## config.mk

```make
export PLATFORM = sky130hd
export DESIGN_NAME = flag_stack
export DESIGN_NICKNAME = d
export VERILOG_FILES = /design/src/rtl/flag_stack.sv
export SDC_FILE = /design/constraint.sdc
export NUM_CORES = 1
export LEC_CHECK = 0
export ABC_AREA = 1
export BUFFER_PORTS_ARGS = -buffer_cell sky130_fd_sc_hd__buf_4
export CAP_MARGIN = 5
export CORE_UTILIZATION = 30
export CTS_CLUSTER_DIAMETER = 120
export CTS_CLUSTER_SIZE = 8
export DETAILED_ROUTE_END_ITERATION = 8
export MAX_ROUTING_LAYER = met4
export PLACE_DENSITY_LB_ADDON = 0.05
export SYNTH_ARGS = -nofsm -noshare
export SYNTH_HDL_FRONTEND = slang
export SYNTH_SLANG_ARGS = --single-unit
```

## constraint.sdc

```tcl
create_clock -name CLK -period 1.8 [get_ports CLK]
set_input_delay 0.18 -clock CLK [delete_from_list [all_inputs] [get_ports CLK]]
set_output_delay 0.18 -clock CLK [all_outputs]
set_load 0.01 [all_outputs]
```

## src/rtl/flag_stack.sv

```systemverilog
// Status-flag register with a DEPTH-entry LIFO shadow stack for nested interrupts.
// Optional even-parity protection of stack entries: define FLG_STK_PARITY_EN.
module flag_stack #(
    parameter int unsigned NFLAGS = 2,
    parameter int unsigned DEPTH  = 4
) (
    input  logic                       CLK,
    input  logic                       RST_N,
    input  logic [NFLAGS-1:0]          FLG_IN,
    input  logic [NFLAGS-1:0]          FLG_LD,
    input  logic [NFLAGS-1:0]          FLG_SET,
    input  logic [NFLAGS-1:0]          FLG_CLR,
    input  logic                       PUSH,
    input  logic                       POP,
    input  logic                       ERR_CLR,
    output logic [NFLAGS-1:0]          FLAGS_OUT,
    output logic [$clog2(DEPTH+1)-1:0] STK_CNT,
    output logic                       STK_FULL,
    output logic                       STK_EMPTY,
    output logic                       STK_OVF,
    output logic                       STK_UNF,
    output logic                       PAR_ERR
);

    localparam int unsigned CW = $clog2(DEPTH + 1);
`ifdef FLG_STK_PARITY_EN
    localparam int unsigned EW = NFLAGS + 1;
`else
    localparam int unsigned EW = NFLAGS;
`endif

    logic [DEPTH-1:0][EW-1:0] mem;
    logic [CW-1:0]            cnt;
    logic [NFLAGS-1:0]        flags;
    logic [NFLAGS-1:0]        upd;
    logic [NFLAGS-1:0]        flags_nxt;
    logic [EW-1:0]            top;
    logic [EW-1:0]            wr_ent;
    logic                     empty;
    logic                     full;
    logic                     pop_ok;
    logic                     swap;
    logic                     push_ok;
    logic                     ovf_evt;
    logic                     unf_evt;
    logic                     ovf;
    logic                     unf;

    assign empty   = (cnt == '0);
    assign full    = (cnt == CW'(DEPTH));
    assign pop_ok  = POP && !empty;
    assign swap    = PUSH && pop_ok;
    // PUSH+POP on an empty stack degrades to a plain push
    assign push_ok = PUSH && (!POP || empty) && !full;
    assign ovf_evt = PUSH && !POP && full;
    assign unf_evt = POP && empty;

    always_comb begin
        top = '0;
        for (int unsigned i = 0; i < DEPTH; i++) begin
            if (CW'(i + 1) == cnt) top = mem[i];
        end
    end

`ifdef FLG_STK_PARITY_EN
    assign wr_ent = {^flags, flags};
`else
    assign wr_ent = flags;
`endif

    always_comb begin
        upd = flags;
        for (int unsigned b = 0; b < NFLAGS; b++) begin
            if (FLG_CLR[b])      upd[b] = 1'b0;
            else if (FLG_SET[b]) upd[b] = 1'b1;
            else if (FLG_LD[b])  upd[b] = FLG_IN[b];
        end
        flags_nxt = pop_ok ? top[NFLAGS-1:0] : upd;
    end

    always_ff @(posedge CLK or negedge RST_N) begin
        if (!RST_N) begin
            flags <= '0;
            cnt   <= '0;
            ovf   <= 1'b0;
            unf   <= 1'b0;
        end else begin
            flags <= flags_nxt;
            if (push_ok)               cnt <= cnt + CW'(1);
            else if (pop_ok && !swap)  cnt <= cnt - CW'(1);
            ovf <= ovf_evt | (ovf & ~ERR_CLR);
            unf <= unf_evt | (unf & ~ERR_CLR);
        end
    end

    // Stack storage carries no reset; validity is tracked solely by cnt
    always_ff @(posedge CLK) begin
        for (int unsigned i = 0; i < DEPTH; i++) begin
            if ((swap && CW'(i + 1) == cnt) || (push_ok && CW'(i) == cnt))
                mem[i] <= wr_ent;
        end
    end

`ifdef FLG_STK_PARITY_EN
    logic par;
    always_ff @(posedge CLK or negedge RST_N) begin
        if (!RST_N) par <= 1'b0;
        else        par <= (pop_ok & (^top)) | (par & ~ERR_CLR);
    end
    assign PAR_ERR = par;
`else
    assign PAR_ERR = 1'b0;
`endif

    assign FLAGS_OUT = flags;
    assign STK_CNT   = cnt;
    assign STK_FULL  = full;
    assign STK_EMPTY = empty;
    assign STK_OVF   = ovf;
    assign STK_UNF   = unf;

endmodule

```

==> flow_summary.toml, run 1 <==
[outcome]
status = "complete, but fails checks"
violations = "DRC"

[die]
io_pins = 23
fp.dieH_um = 57.8
core_area_mm2 = 0.00285
dieArea_mm2 = 0.00334
fp-row-count = 19
fp.dieW_um = 57.8
start_util_pct = 32.7

[logic_synthesis]
syn_area_um2 = 933
yosysSeqAreaShare_pct = 44.5
ys_seq_elements = 15
ys_types = 24
synth_cells = 100
postSynthAreaPerCell_um2 = 9.33
ys_warn_count = 0
synth_area_leaders = "edfxtp_1, dfrtp_1, ha_1"
netlist.area_leader.share_pct = 25.7
synth_nets = 119
yosys.area.top_type = "edfxtp_1"

[routing]
wirelength_um = 1890
drc = 2
wl_per_cell_um = 12.0
ant_nets = 0
dr.pass1.iters = 6
avgViaCountPerCell = 4.76
drt-initial-drc-count = 26
via_count = 747

[sta]
fin_setup_tns_ns = 0
setup_violations = 0
fmax_mhz = 615
layout_setup_ws_ns = 0.173
timing.final.crit_share_pct = 90.4
rsz0062_at_grt = "no"
fin_crit_ns = 1.63
finalHoldViolations = 0
drv_slew = 0
fin_worst_skew_ns = 0.00919

[worst_setup_path]
crit_family = "flip-flops"
critPathMaxFanout = 5
crit_required_ns = 1.76
rr_worst_depth = 6
slowest_stage = "dfrtp_1"
startpoint_type = "flop"
setup.worst_path.class = "flop to flop"
cp_cell_sequence = "inv_1 > ha_2 > nand2_4 > nand2_8 > nand2_1 > o22ai_1"
r2r_end = "mem[2]$_DFFE_PP_"
cp_slowest_stage_delay_ns = 0.43
cp.depth = 6
cp_num_buf_inv = 1
worstPathArrival_ns = 1.59
worstSetupEndpointType = "flop"
r2r-start = "STK_CNT[1]$_DFFE_PN0P_"
reg2reg_slack_ns = 0.17

[hold_path]
min_from = "ERR_CLR"
hold_end = "STK_OVF$_DFF_PN0_"
hold_path_class = "input pin to flop"
holdPathStages = 2

[power_and_ir_drop]
ir_drop_mv = 0.617
pwr_density_cell_mw_per_mm2 = 1450
power_leakage_nw = 0.574

[global_route]
antenna_found_initial = 0
grtUsageTotal_pct = 13.0
grt_pass1_wl_um = 3140
globalRouteOverflowTotal = 0
grt_max_degree = 10
grt_pass1_vias = 700

[cells_and_area]
utilization_pct = 41.3
nets = 146
drive_above_1_share_pct = 33.3
fill_cells = 281
diodes = 0
syn_to_final_growth_pct = 26.3

[flow_run]
drv_cap = 0

[placement]
gp_congestion = 0.800
portBuffers = 21
dp_hpwl_um = 1580
place_ws_ns = 0.158

[clock_network]
cts_buffers = 3
clock_path_buffers = 2
cts_tree = "yes"
cts_root_buf = "clkbuf_4"
htreeDepth = 1
cts_sinks = 15
path_clk_slew_ns = 0.09
insertion_delay_ns = 0.28
[cells in the final DEF, fill, tap and decap left out, drive strengths merged]
cell type / count
inv: 19
ha: 6
nand4: 1
nand3: 10
conb: 1
o22ai: 5
nand2: 21
clkinvlp: 1
o32ai: 1
edfxtp: 8
dlygate4sd3: 1
nand3b: 3
a31oi: 1
buf: 22
clkinv: 2
dfrtp: 7
nor2: 8
clkbuf: 3
a21oi: 6
[worst max-delay path by stage]
stage	start	endpoint	slack [ns]
after floorplan	STK_CNT[0]$_DFFE_PN0P_	mem[2]$_DFFE_PP_	0.22
final	STK_CNT[1]$_DFFE_PN0P_	mem[2]$_DFFE_PP_	0.17
after detailed placement	STK_CNT[0]$_DFFE_PN0P_	mem[4]$_DFFE_PP_	0.16
after global placement	STK_CNT[0]$_DFFE_PN0P_	mem[2]$_DFFE_PP_	0.20
after CTS	STK_CNT[0]$_DFFE_PN0P_	STK_FULL	0.001
after global routing	STK_CNT[1]$_DFFE_PN0P_	mem[4]$_DFFE_PP_	0.04
[per-stage QoR]
stage               hold WS, ns  instance area (um2)  std cells  power [mW]
floorplan                -0.116                  933        100        1.17
CTS                      0.0744                 1160        156        1.70
global route             0.0806                 1180        157        1.87
detailed placement      0.00363                 1120        151        1.50
finish                   0.0820                 1180        157        1.71
global placement        0.00269                 1120        151        1.50
[kinds of logic (layout without fill, tap and decap cells)]
logic type / after synthesis / after routing / share of synthesized area (%)
flip-flops: 15 / 15 / 44.5
adder cells (fa/ha/maj): 6 / 6 / 8.04
buffers and inverters: 22 / 48 / 10.6
AND/OR/NAND/NOR: 43 / 43 / 26.9
other: 1 / 1 / 0.402
AO/OA/AOI/OAI: 13 / 13 / 9.52
[routing by layer]
metal / part of all wire (%) / GRT usage, %
met3: 4.1 / 2.01
met4: 1.9 / 6.12
met1: 47 / 16.9
met2: 48 / 20.1
met5: 0 / -
[report_power, final]
group / total [mW] / switching (mW) / internal [mW]
clock: 0.188 / 0.105 / 0.0823
combinational: 0.913 / 0.527 / 0.386
sequential: 0.605 / 0.107 / 0.498
[synth_stat cells, drive strengths merged]
library cell	number
nand2	21
inv	19
nand3	10
edfxtp	8
nor2	8
dfrtp	7
a21oi	6
ha	6
o22ai	5
nand3b	3
clkinv	2
a31oi	1
buf	1
conb	1
nand4	1
o32ai	1
[sequential cells by signal, indices dropped and copies added, names as in the netlist]
name,cells
STK_UNF,1
STK_CNT,3
mem,8
STK_OVF,1
FLAGS_OUT,2
[repair_timing]
item	CTS	global route
endpoints found under the hold margin	7	0
hold buffers	1	0
resized for setup	0	3
setup endpoints to repair	0	1
setup buffers	0	1
[final cells by class]
type                            count  area [um2]  area share [%]
Clock inverter                      1        5.00           0.425
Multi-Input combinational cell     63         427            36.2
Inverter                           21        95.1            8.07
Clock buffer                        3        22.5            1.91
Sequential cell                    15         415            35.2
Tap cell                           31        38.8            3.29
Timing Repair Buffer               23         175            14.9
Power figures use the tool's default switching activity.
==> run 2, diff against run 1 <==
--- a/config.mk
+++ b/config.mk
@@ -12,6 +12,7 @@
 export CTS_CLUSTER_DIAMETER = 120
 export CTS_CLUSTER_SIZE = 8
 export DETAILED_ROUTE_END_ITERATION = 8
+export GPL_TIMING_DRIVEN = 0
 export MAX_ROUTING_LAYER = met4
 export PLACE_DENSITY_LB_ADDON = 0.05
 export SYNTH_ARGS = -nofsm -noshare
==> run 2 against run 1 <==
  * Design area increased by 0.21%
  * Sequential share of layout area decreased by 0.075 points
  * Largest power group unchanged
  * Highest routed layer unchanged
  * The run still ends with DRC left
  * Maximum frequency decreased by 3.9%
  * Critical path depth unchanged
  * Hold slack improved by 0.00098 ns
  * Power decreased by 0.25%
  * Cell count increased by 1.3%
==> flow_summary.toml, run 2 (same netlist as run 1, synthesis figures left out) <==
[routing]
wl_per_cell_um = 12.2
drt-initial-drc-count = 22
via_count = 752
dr.pass1.iters = 6
ant_nets = 0
drc = 2
wirelength_um = 1940
avgViaCountPerCell = 4.73

[outcome]
status = "complete, but fails checks"
violations = "DRC"

[power_and_ir_drop]
p_int_mw = 0.970
ir_drop_mv = 0.614
combPwrFrac_pct = 53.5
power_leakage_nw = 0.583
clockPowerShare_pct = 11.7
sw_frac_of_total_pct = 43.0
p_sw_mw = 0.732
pwr-share-seq_pct = 34.9
pwr_density_cell_mw_per_mm2 = 1440
power_mw = 1.70

[sta]
fin_worst_skew_ns = 0.00354
rsz0062_at_grt = "no"
drv_slew = 0
fin_setup_tns_ns = 0
fin_crit_ns = 1.69
setup_violations = 0
fmax_mhz = 591
timing.final.crit_share_pct = 94.0
finalHoldViolations = 0

[cells_and_area]
utilization_pct = 41.4
fin_cells = 159
nets = 148
largest_reg_flops = 8
fill_cells = 290
regMostFlops = "mem"
drive_above_1_share_pct = 32.8
diodes = 0
final_cell_mix = "buf_4, inv_1, nand2_1, nor2_1, edfxtp_1"
layout_commonest_cell = "buf_4"
syn_to_final_growth_pct = 26.5

[worst_setup_path]
slowest_stage = "dfrtp_1"
cp_num_buf_inv = 1
startpoint_type = "flop"
setup.worst_path.class = "flop to flop"
critPathMaxFanout = 5
worstSetupEndpointType = "flop"
reg2reg_slack_ns = 0.11
crit_family = "flip-flops"
cp_cell_sequence = "inv_1 > ha_1 > nand2_4 > nand2_8 > nand2_1 > o22ai_1"
cp_slowest_stage_delay_ns = 0.40
crit_required_ns = 1.77
worstPathArrival_ns = 1.66

[clock_network]
cts_sinks = 15
cts_tree = "yes"
cts_root_buf = "clkbuf_4"
path_clk_slew_ns = 0.09
clock_path_buffers = 2
insertion_delay_ns = 0.28
htreeDepth = 1
cts_buffers = 3

[flow_run]
drv_cap = 0

[global_route]
grtUsageMet3_pct = 2.23
grt_pass1_wl_um = 3130
grtUsageTotal_pct = 13.1
use_met2_pct = 21.6
top_usage_layer = "met2"
grt_use_met1_pct = 16.0
globalRouteOverflowTotal = 0
grt_pass1_vias = 718
grt_max_degree = 9
antenna_found_initial = 0

[die]
dieArea_mm2 = 0.00334
fp.dieH_um = 57.8
fp.dieW_um = 57.8
fp-row-count = 19
start_util_pct = 32.7
core_area_mm2 = 0.00285
io_pins = 23

[placement]
gp_congestion = 0.731
place_inst = 152
dp_hpwl_um = 1500
portBuffers = 21

[hold_path]
hold_path_class = "input pin to flop"
run 2: cell count changes in the layout (fill, tap and decap cells not counted), sizes merged:
| cell | previous run | this run |
|---|---|---|
| clkinvlp | 1 | 0 |
| clkinv | 2 | 1 |
| inv | 19 | 20 |
| buf | 22 | 24 |
| clkbuf | 3 | 4 |
run 2: worst paths after layout:
check,startpoint,to,depth (start not counted)
max,STK_CNT[0]$_DFFE_PN0P_,mem[4]$_DFFE_PP_,6
min in group asynchronous,RST_N,STK_CNT[1]$_DFFE_PN0P_,2
min,ERR_CLR,STK_OVF$_DFF_PN0_,2
max reg2reg,STK_CNT[0]$_DFFE_PN0P_,mem[4]$_DFFE_PP_,6
max in group asynchronous,RST_N,FLAGS_OUT[1]$_DFFE_PN0P_,2
min reg2reg,STK_UNF$_DFF_PN0_,STK_UNF$_DFF_PN0_,2
run 2: timing repair:
action | CTS | global route
resized for setup | 0 | 1
hold buffers | 1 | 0
setup endpoints to repair | 1 | 1
buffers inserted | 1 | 1
endpoints found under the hold margin | 7 | 0
run 2: layout make-up:
type / count / area, um2 / share of cell area (%)
inverters: 21 / 91.3 / 7.73
clock buffers: 4 / 26.3 / 2.22
repair buffers: 24 / 183 / 15.5
plain buffers: 1 / 7.51 / 0.636
well taps: 31 / 38.8 / 3.28
flip-flops and latches: 15 / 415 / 35.2
multi-input cells: 63 / 419 / 35.5
run 2: per-layer routing:
layer | routed length [um] | vias up | part of all wire (%)
met5 | 0 | - | 0
met4 | 16 | 0 | 0.83
met3 | 93 | 2 | 4.8
met2 | 936 | 17 | 48
met1 | 892 | 347 | 46
li1 | - | 386 | -
run 2: power groups by stage:
stage                     sequential, mW  clock (mW)  combinational, mW
after detailed placement           0.615           0              0.867
after CTS                          0.600       0.208              0.899
final                              0.593       0.198              0.910
after floorplan                    0.618           0              0.553
after global routing               0.608       0.224               1.03
after global placement             0.618           0              0.867
run 2: through the flow:
step / hold slack, ns / setup slack [ns] / cell area [um2]
final: 0.0829 / 0.107 / 1180
after global placement: 0.00824 / 0.0773 / 1130
after floorplan: -0.116 / 0.222 / 933
after global routing: 0.0691 / 0.0447 / 1180
after detailed placement: 0.00924 / 0.0887 / 1130
after CTS: 0.0760 / 0.0408 / 1170
==> run 3, diff against run 2 <==
--- a/config.mk
+++ b/config.mk
@@ -7,7 +7,7 @@
 export LEC_CHECK = 0
 export ABC_AREA = 1
 export BUFFER_PORTS_ARGS = -buffer_cell sky130_fd_sc_hd__buf_4
-export CAP_MARGIN = 5
+export CAP_MARGIN = 40
 export CORE_UTILIZATION = 30
 export CTS_CLUSTER_DIAMETER = 120
 export CTS_CLUSTER_SIZE = 8
==> constraint.sdc (replaced) <==
create_clock -name CLK -period 1.6 [get_ports CLK]
set_input_delay 0.16 -clock CLK [delete_from_list [all_inputs] [get_ports CLK]]
set_output_delay 0.16 -clock CLK [all_outputs]
set_load 0.01 [all_outputs]
==> run 3 against run 2 <==
  * Highest routed layer unchanged
  * Power is 18% higher
  * Via count down 0.27%
  * Largest cell class unchanged
  * Cell count did not move
  * Critical path depth shrank 1
  * Flip-flop and latch count unchanged
  * The flow still finishes with violations (DRC)
  * Critical endpoint is now STK_FULL
==> flow_summary.toml, run 3 (same netlist as run 1, synthesis figures left out) <==
[sta]
drv_slew = 0
fin_crit_ns = 1.51
fin_worst_skew_ns = 0.00395
finalHoldViolations = 0
fin_setup_tns_ns = 0
setup_violations = 0
fmax_mhz = 660
rsz0062_at_grt = "no"
timing.final.crit_share_pct = 94.6

[global_route]
grt_pass1_vias = 724
globalRouteOverflowTotal = 0
grt_max_degree = 9
grtUsageTotal_pct = 13.2
grt_pass1_wl_um = 3170
antenna_found_initial = 0

[worst_setup_path]
cp_num_buf_inv = 3
slowest_stage = "dfrtp_1"
cp_cell_sequence = "inv_1 > ha_4 > nand2_2 > clkinv_2 > buf_4"
cp_slowest_stage_delay_ns = 0.37
critPathMaxFanout = 5
worstPathArrival_ns = 1.35
crit_family = "flip-flops"
worstSetupEndpointType = "output pin"
setup.worst_path.class = "flop to output pin"
crit_required_ns = 1.44
startpoint_type = "flop"

[die]
io_pins = 23
fp-row-count = 19
fp.dieH_um = 57.8
core_area_mm2 = 0.00285
dieArea_mm2 = 0.00334
start_util_pct = 32.7
fp.dieW_um = 57.8

[routing]
via_count = 750
wl_per_cell_um = 12.7
ant_nets = 0
avgViaCountPerCell = 4.72
drt-initial-drc-count = 17
drc = 2
wirelength_um = 2020
dr.pass1.iters = 5

[hold_path]
hold_path_class = "input pin to flop"

[power_and_ir_drop]
power_mw = 2.00
power_leakage_nw = 0.584
ir_drop_mv = 0.735
pwr_density_cell_mw_per_mm2 = 1650

[outcome]
violations = "DRC"
status = "complete, but fails checks"

[clock_network]
cts_root_buf = "clkbuf_4"
clock_path_buffers = 2
htreeDepth = 1
cts_buffers = 3
insertion_delay_ns = 0.28
cts_sinks = 15
cts_tree = "yes"
path_clk_slew_ns = 0.10

[cells_and_area]
drive_above_1_share_pct = 37.5
fill_cells = 291
layout_commonest_cell = "buf_4"
nets = 148
syn_to_final_growth_pct = 29.6
final_cell_mix = "buf_4, nand2_1, inv_1, edfxtp_1"
regMostFlops = "mem"
diodes = 0
largest_reg_flops = 8

[placement]
portBuffers = 21
dp_hpwl_um = 1500
gp_congestion = 0.731

[flow_run]
drv_cap = 0
[run 3: cell count changes in the layout (fill, tap and decap cells not counted), sizes merged]
cell    before  now
clkinv       1    2
inv         20   19
[run 3: worst paths after layout]
check | slack, ns | start | end | depth (start not counted)
worst max-delay path | 0.09 | STK_CNT[1]$_DFFE_PN0P_ | STK_FULL | 5
worst min-delay path | 0.06 | ERR_CLR | STK_OVF$_DFF_PN0_ | 2
worst min register to register | 0.54 | STK_UNF$_DFF_PN0_ | STK_UNF$_DFF_PN0_ | 2
max in group asynchronous | 1.25 | RST_N | FLAGS_OUT[1]$_DFFE_PN0P_ | 2
worst max register to register | 0.10 | STK_CNT[1]$_DFFE_PN0P_ | mem[4]$_DFFE_PP_ | 6
min in group asynchronous | 0.22 | RST_N | STK_CNT[0]$_DFFE_PN0P_ | 2
[run 3: final cells by class]
| type | count | area, um2 | area share [%] |
|---|---|---|---|
| multi-input cells | 63 | 447 | 36.9 |
| flip-flops and latches | 15 | 415 | 34.3 |
| repair buffers | 24 | 183 | 15.1 |
| inverters | 21 | 92.6 | 7.65 |
| well taps | 31 | 38.8 | 3.21 |
| clock buffers | 4 | 26.3 | 2.17 |
| plain buffers | 1 | 7.51 | 0.620 |
[run 3: timing repair]
item,4_1_cts,5_1_grt
hold endpoints to repair,7,0
buffers inserted,2,0
gates resized for setup,4,4
setup endpoints to repair,10,11
hold buffers,1,0
[run 3: power by group]
group	switching [mW]	internal, mW	leakage, nW	total [mW]
combinational	0.634	0.476	0.409	1.11
clock	0.128	0.0968	0.0150	0.224
sequential	0.106	0.560	0.160	0.666
total	0.867	1.13	0.584	2.00
[run 3: worst reg2reg max path: stages (launching register included)]
cell and delay (ns):
dfrtp_1 0.40, inv_1 0.13, ha_4 0.18, nand2_4 0.08, nand2_8 0.11, nand2_1 0.10, o22ai_2 0.20
[run 3: metrics by stage]
stage               setup slack, ns  area, um2  instances  hold slack (ns)  utilization [%]
floorplan                    0.0219        933        100           -0.136                -
finish                       0.0859       1210        159           0.0614             42.4
CTS                          0.0119       1200        159           0.0563             42.0
global route                0.00526       1210        159           0.0491             42.4
detailed placement           -0.111       1130        152          -0.0108             39.6
global placement             -0.123       1130        152          -0.0118             39.6
[run 3: layer usage]
metal  wire length, um  part of all wire [%]  track usage [%]  vias up
met4                16                  0.79             5.10        0
met3                87                   4.3             2.23        2
li1                  -                     -                -      384
met1               947                    47             16.1      349
met2               965                    48             21.9       15
met5                 0                     0                -        -
